File: config.mk
export PLATFORM = sky130hd
export DESIGN_NAME = reg_bus_arbiter_flat
export DESIGN_NICKNAME = d
export VERILOG_FILES = /design/src/rtl/reg_bus_arbiter_if.sv /design/src/rtl/reg_bus_arbiter.sv /design/src/flat_wrapper.sv
export SDC_FILE = /design/constraint.sdc
export NUM_CORES = 1
export LEC_CHECK = 0
export BUFFER_PORTS_ARGS = -buffer_cell sky130_fd_sc_hd__buf_2
export CORE_ASPECT_RATIO = 1.5
export CORE_MARGIN = 1
export CORE_UTILIZATION = 44
export CTS_CLUSTER_SIZE = 14
export DETAILED_ROUTE_END_ITERATION = 16
export HOLD_SLACK_MARGIN = 0.08
export PLACE_DENSITY = 0.85
export SETUP_SLACK_MARGIN = 0.1
export SYNTH_ARGS = -nofsm -noshare
export SYNTH_HDL_FRONTEND = slang
export SYNTH_SLANG_ARGS = --single-unit
File: constraint.sdc
create_clock -name clk -period 1.2 [get_ports clk]
set_input_delay 0.18 -clock clk [delete_from_list [all_inputs] [get_ports clk]]
set_output_delay 0.18 -clock clk [all_outputs]
set_load 0.03 [all_outputs]
File: src/rtl/reg_bus_arbiter_if.sv
// rtl/reg_bus_arbiter_if.sv - requester-side command/read-return port of the register bus arbiter
//
// One instance per requester. The requester uses the master modport, the
// arbiter uses the slave modport.
//   valid  : command valid (requester)
//   wr     : 1 = write, 0 = read (requester)
//   addr   : register address (requester)
//   wdata  : write data (requester)
//   ready  : command accepted this cycle (arbiter)
//   rvalid : read data valid, 1-cycle pulse (arbiter)
//   rdata  : read data, holds when rvalid is low (arbiter)
//   err    : write rejected, 1-cycle pulse (arbiter)

interface reg_bus_arbiter_if;
    logic       valid;
    logic       wr;
    logic [7:0] addr;
    logic [7:0] wdata;
    logic       ready;
    logic       rvalid;
    logic [7:0] rdata;
    logic       err;

    modport master (
        output valid, wr, addr, wdata,
        input  ready, rvalid, rdata, err
    );

    modport slave (
        input  valid, wr, addr, wdata,
        output ready, rvalid, rdata, err
    );
endinterface

File: src/rtl/reg_bus_arbiter.sv
// rtl/reg_bus_arbiter.sv - round-robin sharing of the register-block access port between two requesters
//
// Port 0 is the host bridge, port 1 the on-chip configuration sequencer.
// A fired command is issued on the register bus one cycle later from
// registers; read data is sampled at the end of the issue cycle and returned
// one cycle after that to the port that owned the command.
//
// Optional feature macro: REG_ARB_WR_PROTECT_EN
//   When defined, writes to addr <= PROT_ADDR_MAX while conv_en_i is high are
//   accepted but dropped, and the owning port gets a one-cycle err pulse.
//
// Ports:
//   clk, rst_n : clock, asynchronous active-low reset
//   m0, m1     : requester ports (reg_bus_arbiter_if.slave)
//   conv_en_i  : conversion-enable state from the register block
//   req        : register-block access strobe
//   wr_en      : register-block write enable
//   addr       : register-block address
//   wr_data    : register-block write data
//   rd_data    : register-block read data, combinational from addr

module reg_bus_arbiter #(
    parameter int         RR_INIT       = 0,
    parameter logic [7:0] PROT_ADDR_MAX = 8'd4
) (
    input  logic                    clk,
    input  logic                    rst_n,
    reg_bus_arbiter_if.slave        m0,
    reg_bus_arbiter_if.slave        m1,
    input  logic                    conv_en_i,
    output logic                    req,
    output logic                    wr_en,
    output logic [7:0]              addr,
    output logic [7:0]              wr_data,
    input  logic [7:0]              rd_data
);

    localparam logic PRIO_RST = (RR_INIT != 0);

    logic       prio_q, prio_d;
    logic       req_q, req_d;
    logic       wr_en_q, wr_en_d;
    logic [7:0] addr_q, addr_d;
    logic [7:0] wr_data_q, wr_data_d;
    logic       own_q, own_d;
    logic       rd_pend_q, rd_pend_d;
    logic       rvalid0_q, rvalid0_d;
    logic       rvalid1_q, rvalid1_d;
    logic [7:0] rdata0_q, rdata0_d;
    logic [7:0] rdata1_q, rdata1_d;
    logic       err0_q, err0_d;
    logic       err1_q, err1_d;

    logic       grant0, grant1;
    logic       fire, sel, blocked;
    logic       cmd_wr;
    logic [7:0] cmd_addr, cmd_wdata;

    // prio_q names the port that wins when both are valid.
    assign grant0 = m0.valid & (~m1.valid | ~prio_q);
    assign grant1 = m1.valid & (~m0.valid |  prio_q);

    assign m0.ready = grant0;
    assign m1.ready = grant1;

    always_comb begin
        fire      = grant0 | grant1;
        sel       = grant1;
        cmd_wr    = sel ? m1.wr    : m0.wr;
        cmd_addr  = sel ? m1.addr  : m0.addr;
        cmd_wdata = sel ? m1.wdata : m0.wdata;

`ifdef REG_ARB_WR_PROTECT_EN
        blocked = fire & cmd_wr & conv_en_i & (cmd_addr <= PROT_ADDR_MAX);
`else
        blocked = 1'b0;
`endif

        prio_d    = fire ? ~sel : prio_q;
        req_d     = fire & ~blocked;
        wr_en_d   = fire & cmd_wr & ~blocked;
        // Address/data only move when something is actually issued, so an
        // idle bus (or a dropped protected write) keeps the last values.
        addr_d    = req_d ? cmd_addr  : addr_q;
        wr_data_d = req_d ? cmd_wdata : wr_data_q;
        own_d     = sel;
        rd_pend_d = fire & ~cmd_wr;
        err0_d    = blocked & ~sel;
        err1_d    = blocked &  sel;

        // rd_data reflects addr_q during the issue cycle; capture it at the
        // end of that cycle for the owning port only.
        rvalid0_d = rd_pend_q & ~own_q;
        rvalid1_d = rd_pend_q &  own_q;
        rdata0_d  = rvalid0_d ? rd_data : rdata0_q;
        rdata1_d  = rvalid1_d ? rd_data : rdata1_q;
    end

`ifndef REG_ARB_WR_PROTECT_EN
    logic [8:0] unused_cfg;
    assign unused_cfg = {conv_en_i, PROT_ADDR_MAX};
`endif

    always_ff @(posedge clk or negedge rst_n) begin
        if (!rst_n) begin
            prio_q    <= PRIO_RST;
            req_q     <= 1'b0;
            wr_en_q   <= 1'b0;
            addr_q    <= 8'h00;
            wr_data_q <= 8'h00;
            own_q     <= 1'b0;
            rd_pend_q <= 1'b0;
            rvalid0_q <= 1'b0;
            rvalid1_q <= 1'b0;
            rdata0_q  <= 8'h00;
            rdata1_q  <= 8'h00;
            err0_q    <= 1'b0;
            err1_q    <= 1'b0;
        end else begin
            prio_q    <= prio_d;
            req_q     <= req_d;
            wr_en_q   <= wr_en_d;
            addr_q    <= addr_d;
            wr_data_q <= wr_data_d;
            own_q     <= own_d;
            rd_pend_q <= rd_pend_d;
            rvalid0_q <= rvalid0_d;
            rvalid1_q <= rvalid1_d;
            rdata0_q  <= rdata0_d;
            rdata1_q  <= rdata1_d;
            err0_q    <= err0_d;
            err1_q    <= err1_d;
        end
    end

    assign req       = req_q;
    assign wr_en     = wr_en_q;
    assign addr      = addr_q;
    assign wr_data   = wr_data_q;
    assign m0.rvalid = rvalid0_q;
    assign m1.rvalid = rvalid1_q;
    assign m0.rdata  = rdata0_q;
    assign m1.rdata  = rdata1_q;
    assign m0.err    = err0_q;
    assign m1.err    = err1_q;

endmodule
File: src/flat_wrapper.sv
// flat-port wrapper written by rule: the top's interface ports become plain ports
module reg_bus_arbiter_flat 
#(
    parameter int         RR_INIT       = 0,
    parameter logic [7:0] PROT_ADDR_MAX = 8'd4
)
  (clk, rst_n, conv_en_i, req, wr_en, addr, wr_data, rd_data, m0_valid, m0_wr, m0_addr, m0_wdata, m0_ready, m0_rvalid, m0_rdata, m0_err, m1_valid, m1_wr, m1_addr, m1_wdata, m1_ready, m1_rvalid, m1_rdata, m1_err);
  reg_bus_arbiter_if m0_i ();
  reg_bus_arbiter_if m1_i ();
  input  logic clk;
  input  logic rst_n;
  input  logic conv_en_i;
  output logic req;
  output logic wr_en;
  output logic [7:0] addr;
  output logic [7:0] wr_data;
  input  logic [7:0] rd_data;
  input wire logic [$bits(m0_i.valid)-1:0] m0_valid;
  input wire logic [$bits(m0_i.wr)-1:0] m0_wr;
  input wire logic [$bits(m0_i.addr)-1:0] m0_addr;
  input wire logic [$bits(m0_i.wdata)-1:0] m0_wdata;
  output wire logic [$bits(m0_i.ready)-1:0] m0_ready;
  output wire logic [$bits(m0_i.rvalid)-1:0] m0_rvalid;
  output wire logic [$bits(m0_i.rdata)-1:0] m0_rdata;
  output wire logic [$bits(m0_i.err)-1:0] m0_err;
  input wire logic [$bits(m1_i.valid)-1:0] m1_valid;
  input wire logic [$bits(m1_i.wr)-1:0] m1_wr;
  input wire logic [$bits(m1_i.addr)-1:0] m1_addr;
  input wire logic [$bits(m1_i.wdata)-1:0] m1_wdata;
  output wire logic [$bits(m1_i.ready)-1:0] m1_ready;
  output wire logic [$bits(m1_i.rvalid)-1:0] m1_rvalid;
  output wire logic [$bits(m1_i.rdata)-1:0] m1_rdata;
  output wire logic [$bits(m1_i.err)-1:0] m1_err;
  assign m0_i.valid = m0_valid;
  assign m0_i.wr = m0_wr;
  assign m0_i.addr = m0_addr;
  assign m0_i.wdata = m0_wdata;
  assign m0_ready = m0_i.ready;
  assign m0_rvalid = m0_i.rvalid;
  assign m0_rdata = m0_i.rdata;
  assign m0_err = m0_i.err;
  assign m1_i.valid = m1_valid;
  assign m1_i.wr = m1_wr;
  assign m1_i.addr = m1_addr;
  assign m1_i.wdata = m1_wdata;
  assign m1_ready = m1_i.ready;
  assign m1_rvalid = m1_i.rvalid;
  assign m1_rdata = m1_i.rdata;
  assign m1_err = m1_i.err;
  reg_bus_arbiter #(.RR_INIT(RR_INIT), .PROT_ADDR_MAX(PROT_ADDR_MAX)) u_core (.clk(clk), .rst_n(rst_n), .m0(m0_i), .m1(m1_i), .conv_en_i(conv_en_i), .req(req), .wr_en(wr_en), .addr(addr), .wr_data(wr_data), .rd_data(rd_data));
endmodule
======== Yosys cells after proc, flatten, opt, wreduce, memory -nomap -nowiden ========
Cells that the tools add are included.
word-level totals
  register bits after elaboration ......... 39
  input port bits ......................... 47
  output and inout port bits .............. 40
  word-level logic and storage cells ...... 29
cells by class
  muxes and demuxes ....................... 3
  bitwise logic cells ..................... 15
operators with widths
  kind              count
  2-to-1 mux 8 bit  2
  AND 1 bit         6
  inverter 1 bit    6
  bitwise OR 1 bit  3
  2-to-1 mux 1 bit  1

======== Logic depth before layout (Yosys ltp) ========
Gate-level depths: netlist (run 1).
  word-level depth ........................ 6
  depth in mapped cells ................... 5

======== Worst setup path before layout (run 1) ========
OpenSTA, ideal clock, no wires.
  path type ............................... reg-to-reg
  from .................................... reg u_core.prio_q
  to ...................................... reg u_core.wr_en_q (netlist: u_core.wr_en)
  library setup time ...................... 0.121 ns
  data arrival time ....................... 1.022 ns
  path slack .............................. 0.057 ns
  cell stages (with the launch flop) ...... 5
  buffers on the path ..................... 0
  clock period less this slack ............ 1.143 ns
  path through ............................ dfrtp_1 > nand2b_4 > nand2_4 > inv_1 > a22o_1
on the way
  elaborated cells on any way between the ends .. 8
  classes of those cells .................. mux (1); bitwise (7)
RTL lines
  element                                               line                                          source
  from (decl)                                           reg_bus_arbiter.sv:40                         logic prio_q, prio_d;
  from (signal assigned)                                reg_bus_arbiter.sv:120                        prio_q <= prio_d;
  bitwise OR 1 bit *                                    reg_bus_arbiter.sv:61                         assign grant1 = m1.valid & (~m0.valid | prio_q);
  AND 1 bit *                                           reg_bus_arbiter.sv:61
  via m1_ready                                          flat_wrapper.sv:30                            output wire logic [$bits(m1_i.ready)-1:0] m1_ready;
  bitwise OR 1 bit or 2-to-1 mux 1 bit (tied branches)  reg_bus_arbiter.sv:67, reg_bus_arbiter.sv:69
  AND 1 bit *                                           reg_bus_arbiter.sv:81                         wr_en_d = fire & cmd_wr & ~blocked;
  via u_core.wr_en_d                                    reg_bus_arbiter.sv:42                         logic wr_en_q, wr_en_d;
  to (signal assigned)                                  reg_bus_arbiter.sv:122                        wr_en_q <= wr_en_d;
  to (decl)                                             reg_bus_arbiter.sv:42
Mark *: on every way through the listed nets, which the timed path passes. The rest lies on a longest branch.
A chain may end at the register's enable or synchronous reset.

======== Final worst setup path (run 1) ========
  from .................................... reg u_core.prio_q
  to ...................................... out m1_ready
on the way
  cells in the longest elaborated chain, start to end .. 2
RTL lines
  element           line
  bitwise OR 1 bit  reg_bus_arbiter.sv:61
  AND 1 bit         reg_bus_arbiter.sv:61
  to (decl)         flat_wrapper.sv:30
Every way passes these cells.

==> results of run 1 <==
[power breakdown]
| part | switching [mW] | internal [mW] | leakage (nW) | total, mW |
|---|---|---|---|---|
| combinational | 0.846 | 0.662 | 0.765 | 1.51 |
| sequential | 0.125 | 1.55 | 0.452 | 1.67 |
| clock | 0.422 | 0.672 | 0.0612 | 1.09 |
[placed cells by master (no fill, tap or decap)]
| cell | count |
|---|---|
| sky130_fd_sc_hd__o221a_4 | 14 |
| sky130_fd_sc_hd__dfrtp_1 | 39 |
| sky130_fd_sc_hd__buf_2 | 81 |
| sky130_fd_sc_hd__bufinv_16 | 1 |
| sky130_fd_sc_hd__or2_2 | 1 |
| sky130_fd_sc_hd__o221a_1 | 1 |
| sky130_fd_sc_hd__o221a_2 | 1 |
| sky130_fd_sc_hd__buf_8 | 1 |
| sky130_fd_sc_hd__dlygate4sd3_1 | 1 |
| sky130_fd_sc_hd__buf_12 | 3 |
| sky130_fd_sc_hd__clkbuf_16 | 2 |
| sky130_fd_sc_hd__nand2_2 | 1 |
| sky130_fd_sc_hd__buf_4 | 5 |
| sky130_fd_sc_hd__o21ai_0 | 1 |
| sky130_fd_sc_hd__inv_1 | 3 |
| sky130_fd_sc_hd__nor2b_4 | 1 |
| sky130_fd_sc_hd__mux2_4 | 16 |
| sky130_fd_sc_hd__clkinv_2 | 1 |
| sky130_fd_sc_hd__inv_4 | 1 |
| sky130_fd_sc_hd__conb_1 | 2 |
| sky130_fd_sc_hd__a22o_1 | 1 |
| sky130_fd_sc_hd__or3_1 | 16 |
| sky130_fd_sc_hd__clkbuf_8 | 6 |
| sky130_fd_sc_hd__nand2_4 | 2 |
| sky130_fd_sc_hd__nand2_1 | 1 |
| sky130_fd_sc_hd__o22ai_1 | 1 |
| sky130_fd_sc_hd__nand2b_4 | 1 |
| sky130_fd_sc_hd__buf_6 | 6 |
[logic make-up (layout without fill, tap and decap cells)]
logic type	after synthesis	in the layout	synth area share [%]
AO/OA/AOI/OAI	19	19	12.5
flip-flops	39	39	60.7
multiplexers	16	16	11.2
buffers and inverters	13	111	5.68
AND/OR/NAND/NOR	23	23	9.73
other	1	2	0.233
[flip-flops by register name (all words and copies together) (netlist names)]
| register | count |
|---|---|
| u_core.addr | 8 |
| u_core.wr_data | 8 |
| u_core.own_q | 1 |
| u_core.m0.rdata | 8 |
| u_core.m0.rvalid | 1 |
| u_core.wr_en | 1 |
| u_core.m1.rdata | 8 |
| u_core.req | 1 |
| u_core.m1.rvalid | 1 |
| u_core.prio_q | 1 |
| u_core.rd_pend_q | 1 |
[cell usage after synthesis, drive strengths merged, types with 4 or more instances]
library cell / n
buf: 8
nand2: 4
o221a: 16
dfrtp: 39
inv: 4
mux2: 16
or3: 16
[metrics by stage]
stage          instances  hold slack, ns  area (µm²)  TNS [ns]
6_report             252          0.0983        2550    -0.424
5_1_grt              252          0.0835        2550     -1.33
4_1_cts              248          0.0804        2310    -0.580
3_5_place_dp         235           0.163        2090         0
3_3_place_gp         235           0.162        2090         0
2_1_floorplan        112          -0.116        1610         0
[how the worst max path moves through the flow]
| stage | from | to | slack [ns] | cells after the start |
|---|---|---|---|---|
| after floorplan | u_core.prio_q | u_core.wr_en | 0.06 | 4 |
| after global placement | m0_valid | m0_ready | 0.02 | 4 |
| after detailed placement | m0_valid | m0_ready | 0.02 | 4 |
| after CTS | u_core.prio_q | m0_ready | -0.07 | 4 |
| after global routing | u_core.prio_q | m1_ready | -0.14 | 4 |
| final | u_core.prio_q | m1_ready | -0.08 | 4 |
[timing repair]
action                     in CTS  in global routing
hold buffers                    1                  0
pin swaps                       2                  1
setup endpoints to repair      23                 36
gates cloned                    1                  2
gates resized for setup        19                 28
hold endpoints to repair       39                  0
buffers inserted                3                  2
[routing by layer]
metal / GRT usage (%) / vias up / share of wire (%)
met4: 9.73 / 0 / 1.9
met3: 4.39 / 8 / 5.5
li1: - / 609 / -
met5: 0 / - / 0
met2: 35.3 / 65 / 55
met1: 24.8 / 627 / 38
[cell type report]
| cell class | count | area share (%) |
|---|---|---|
| clock buffers | 6 | 3.24 |
| clock inverters | 2 | 1.38 |
| inverters | 4 | 0.688 |
| multi-input cells | 60 | 28.9 |
| flip-flops and latches | 39 | 38.3 |
| well taps | 42 | 2.06 |
| repair buffers | 99 | 25.4 |
==> results, run 1 <==
- The cell family contributing the most delay on the critical path is flip-flops.
- The Yosys step of the flow raised 0 warnings.
- Along the worst path, the maximum fanout reaches 3.
- The capture endpoint of the worst hold path is u_core.rd_pend_q.
- Across every metal layer, demand over resource in global routing totals 20.9%.
- The residual DRC count is 0.
- Along the worst hold path, the cell count comes to 2.
- The top cell type by area accounts for 60.7% of the synthesized area.
- The layout has 238 filler cells.
- The signal on the critical path passes through nand2b_4, nand2_4, inv_4, buf_6.
- In this run the critical register-to-register path is launched from u_core.prio_q.
- The buffering stage count on the worst path with inverters included is 2.
- CTS built an H-tree with a depth of 2.
- Among all stages on the critical path, the largest delay is contributed by sky130_fd_sc_hd__dfrtp_1.
- After floorplanning, the core was divided into 26 placement rows.
- The worst path in the final design needs a cycle of ~1.3 ns, including I/O delays and setup.
- Clock-pin slew was measured on the worst setup and hold paths at 0.07 ns.
- The power after layout is 4.28 mW.
- Setup slack on the worst reg-to-reg path comes out at -0.05 ns.
- The wire length of the first global-routing pass is 5990 µm.
- The worst path uses 107% of the clock period.
- Entering global routing, the biggest net connects 40 pins.
- The average cell area after synthesis is roughly 14 µm².
- The flow ran to the end, but the final reports show violations.
- The max-capacitance violation count is 0.
- The type of element capturing the critical path is an output pin.
- Sorting the synthesized cells by area gives the leading types as sky130_fd_sc_hd__dfrtp_1 (61%), sky130_fd_sc_hd__o221a_2 (11%), sky130_fd_sc_hd__mux2_2 (9.8%).
- The initial standard-cell utilization of the core is 46.6%.
- The initial DRC count is 15.
- The routability-driven placement congestion ratio is 0.773.
- The clock tree skew after final layout is 0.00546 ns.
- The biggest area contributor in the post-synthesis netlist is sky130_fd_sc_hd__dfrtp_1.
- Setup repair after global routing could not meet its margin everywhere.
- The ratio of cells with drive above 1 in the final layout is 68.6%.
- The startpoint of the most critical hold path is m0_wr.
- On the worst path, the slowest cell contributes a delay of approximately 0.4 ns.
- The required time of the critical path is approximately 1 ns.
- At the placement stage, the worst setup path has a slack of 0.0212 ns.
- The core outline area is 3450 µm².
- The area taken by flip-flops and latches is 976 µm².
- The buffer type at the clock tree root is sky130_fd_sc_hd__clkbuf_8.
- At the end of the flow, the number of nets in the layout was 256.
- The class of the tightest hold or removal check is input port to flip-flop.
- The number of port buffers is 83.
- The die span in y is 76.0 µm.
- The worst register-to-register path has a depth of 5.
- The checks that failed: negative setup slack.
- The detailed router placed 1,309 vias in this run.
- The clock tree buffer depth is 2.
- The die covers between 3000 and 4000 µm².
- The number of buffers created by CTS is 5.
- The number of top-level design ports is 87.
- The number of enable-type register cells in the synthesized netlist is 0.
- Synthesis inferred 39 register bits.
- The synthesis-to-layout area growth is 58.4%.
- STA classifies the critical path startpoint as a flip-flop.
- After legalization and detailed placement, the total HPWL measured 2560 µm.
- The share of the Yosys chip area taken by registers is between 60 and 70%.
- The post-layout worst setup margin is -0.0832 ns.
- Yosys mapped the design onto 20 distinct sky130hd cell types.
- The remaining global-route overflow is 0.
- The signal arrival time at the worst endpoint is 1.10 ns.
- Among all flip-flop cells after synthesis, the most frequent one is sky130_fd_sc_hd__dfrtp_1.
- The remaining number of nets flagged by the antenna check after routing is 0.
- The wire length reported by the detailed router is 4090 µm.
- Summed over all cells, the static leakage comes to 1.28 nW.
- The TritonCTS sink count is 39.
- The number of diodes added for antenna fixing is 0.
- In this run the power density over the cells is roughly 1700 nW/µm².
- The number of hold violations in the final report was 0.
- The number of antenna violations at the first check in global routing is 0.
- The number of max-slew violations in the final report is 0.
- The per-cell routed wire length is 16.2 µm.
- For this run, the share of the core covered by cells in the final layout is 73.8%.
- At the later pin of the worst-skew pair, clock insertion delay measures 0.29 ns.
- The maximum clock frequency is 779 MHz.
- The cell area after synthesis is 1610 µm².
- The multi-input logic area is 737 µm².
- The number of detailed-route iterations in the first pass is 4.
- The via density per instance is just over 5.
- The post-synthesis instance total is approximately 110.
- The worst-case IR drop observed on VDD is slightly above 1000 µV.
- The worst setup path is of the flip-flop to output pin kind.
- The via count of the first global-routing pass is 1,309.
- After synthesis, the share of flip-flops with an asynchronous set or reset is 100%.
- TritonCTS built the clock tree.
- The number of endpoints failing setup at the final stage is 16.
- Measured along the x axis, the die boundary spans between 50 and 60 µm.
- The reg-to-reg critical path endpoint is u_core.wr_data[1].
Note: power is estimated with default switching activity, not from simulation.
==> run 2, diff against run 1 <==
--- a/config.mk
+++ b/config.mk
@@ -7,12 +7,12 @@
 export LEC_CHECK = 0
 export BUFFER_PORTS_ARGS = -buffer_cell sky130_fd_sc_hd__buf_2
 export CORE_ASPECT_RATIO = 1.5
-export CORE_MARGIN = 1
 export CORE_UTILIZATION = 44
 export CTS_CLUSTER_SIZE = 14
 export DETAILED_ROUTE_END_ITERATION = 16
 export HOLD_SLACK_MARGIN = 0.08
 export PLACE_DENSITY = 0.85
+export REMOVE_ABC_BUFFERS = 1
 export SETUP_SLACK_MARGIN = 0.1
 export SYNTH_ARGS = -nofsm -noshare
 export SYNTH_HDL_FRONTEND = slang
==> results, run 2 (synthesized netlist as in run 1, its figures left out) <==
- The type of element capturing the critical path is an output pin.
- In the final design database the tool counted 256 nets.
- Routability-driven placement finished with a final weighted congestion of 0.743.
- The class of the tightest hold or removal check is input port to flip-flop.
- The number of hold violations in the final report is 0.
- Counting instances, the worst hold path has a depth of 2.
- The die covers 3900 µm².
- The depth of the worst register-to-register path is 5.
- Leaving out fill and tap cells, the most frequent cell in the layout is sky130_fd_sc_hd__buf_2.
- The clock insertion delay at the later pin of the skew report is between 0.2 and 0.3 ns.
- The TritonCTS clock tree is done.
- The number of buffers created by CTS is 5.
- The clock tree skew after final layout is 0.00475 ns.
- The H-tree generated during clock tree synthesis spans 2 levels.
- Clock-pin slew was measured on the worst setup and hold paths at 0.07 ns.
- The signal arrival time at the worst endpoint is about 1.1 ns.
- In the final layout, the share of cells above drive strength 1 is 68.4%.
- Once the floorplan was initialized, standard cells occupied 46.6% of the core.
- The buffer type at the clock tree root is sky130_fd_sc_hd__clkbuf_8.
- Summing over every cut layer, the via total after detailed routing is approximately 1,300.
- The floorplan has 26 rows.
- The power density over the cells is about 1700 nW/µm².
- The number of antenna violations at the first check in global routing is 0.
- The chip width is 51.4 µm.
- Measured along the y axis, the die boundary spans 76.0 µm.
- The maximum number of pins on one net before global-route repair is 24.
- Along the worst path, the maximum fanout reaches 3.
- The final layout contains routed wiring with a total length of 3630 µm.
- Setup violations remaining at the end of the flow were counted as 8.
- The final reports fail on negative setup slack.
- In the routed layout, each cell is associated on average with a via count of 5.01.
- CTS saw 39 sinks.
- Fill cells in the final layout number 284.
- The total negative slack for setup checks is -0.240 ns.
- In the final layout, the multi-input gates occupy 588 µm².
- The longest clock path from root to sink contains 2 buffers.
- Setup slack on the critical path of the routed design comes to -0.0578 ns.
- In the final routed layout, each cell accounts on average for between 10 and 15 µm.
- The via count of the first global-routing pass is 1,262.
- In the layout the commonest cells are sky130_fd_sc_hd__buf_2 (81), sky130_fd_sc_hd__dfrtp_1 (39), sky130_fd_sc_hd__or3_1 (16).
- Setup repair after global routing could not meet its margin everywhere.
- The pre-antenna-repair detailed-routing pass consisted of 4 iterations.
- 87 I/O pins were placed.
- The critical path class is flip-flop to output pin.
- The time the final worst path needs with I/O delays and setup is about 1.3 ns.
- Global routing consumed, over all layers together, 20.5% of the routing resources.
- The wire length of the first global-routing pass is 5780 µm.
- The number of diodes added for antenna fixing is 0.
- For the worst setup path, the data required time is between 1 and 1.5 ns.
- The residual DRC count is 0.
- The number of port buffers is 83.
- The standby leakage power is 1.15 nW.
- The synthesis-to-layout area growth is 44.4%.
- The number of max-slew violations in the final report is 0.
- The launching element type of the critical path is a flip-flop.
- The completed layout was analyzed and its total power is 3.86 mW.
- The final critical path takes up 105% of the cycle.
- Across the run, the number of max-cap violations was 0.
- Once detail routing completed, the nets flagged for antenna violations numbered 0.
- The initial DRC count is 21.
- The area taken by flip-flops and latches is between 900 and 1000 µm².
- For this run the aggregate overflow at the end of global routing stands at 0.
- The maximum clock frequency is about 800 MHz.
- The worst vdd rail ir drop is about 1100 µV.
- The core region is about 3400 µm².
- Once detailed placement completed, the half-perimeter wirelength came to 2560 µm.
- The run finished, with violations left.
-- run 2: what timing repair did --
item | 4_1_cts | 5_1_grt
endpoints found under the hold margin | 16 | 0
pin swaps | 3 | 0
resized for setup | 20 | 2
setup buffers | 3 | 1
cloned | 1 | 0
endpoints found under the setup margin | 18 | 34
hold buffers | 1 | 0
-- run 2: path summary, 6_finish.rpt --
path	slack (ns)	startpoint	endpoint
worst max-delay path	-0.06	u_core.prio_q	m1_ready
worst min-delay path	0.08	m0_wr	u_core.rd_pend_q
worst max register to register	-0.03	u_core.prio_q	u_core.wr_data[0]
worst min register to register	0.50	u_core.m1.rdata[5]	u_core.m1.rdata[5]
max in group asynchronous	0.41	rst_n	u_core.own_q
min in group asynchronous	0.35	rst_n	u_core.m0.rdata[5]
-- run 2: per-stage QoR --
step / setup slack [ns] / util, % / hold slack, ns / std cells / cell area (µm²)
after floorplan: -0.102 / - / -0.116 / 103 / 1540
after global routing: -0.0877 / 67.3 / 0.0850 / 251 / 2320
after detailed placement: 0.0394 / 61.4 / 0.120 / 238 / 2120
after global placement: 0.0750 / 61.4 / 0.119 / 238 / 2120
after CTS: -0.0681 / 66.9 / 0.0847 / 250 / 2310
final: -0.0578 / 67.3 / 0.0827 / 251 / 2320
-- run 2: cell type report --
class / instances / area share [%]
Timing Repair Buffer: 99 / 25.8
Inverter: 4 / 0.755
Sequential cell: 39 / 42.0
Clock buffer: 6 / 3.56
Multi-Input combinational cell: 60 / 25.3
Clock inverter: 1 / 0.216
Tap cell: 42 / 2.26
-- run 2: critical path, stage by stage (launching register included) --
cell	delay, ns
sky130_fd_sc_hd__dfrtp_1	0.39
sky130_fd_sc_hd__nand2b_4	0.17
sky130_fd_sc_hd__nand2_8	0.07
sky130_fd_sc_hd__inv_4	0.03
sky130_fd_sc_hd__buf_6	0.12
-- run 2: report_power, final --
part / leakage, nW / internal (mW) / total (mW) / switching [mW]
registers: 0.452 / 1.55 / 1.66 / 0.108
clock network: 0.0470 / 0.450 / 0.860 / 0.410
logic: 0.653 / 0.545 / 1.34 / 0.795
total: 1.15 / 2.54 / 3.86 / 1.31
-- run 2: metal layers --
metal	vias to the layer above	global-route usage [%]	routed length (µm)
met5	-	0	0
met4	0	8.92	63
met3	6	5.79	235
met2	64	33.4	1840
met1	589	24.9	1490
li1	598	-	-
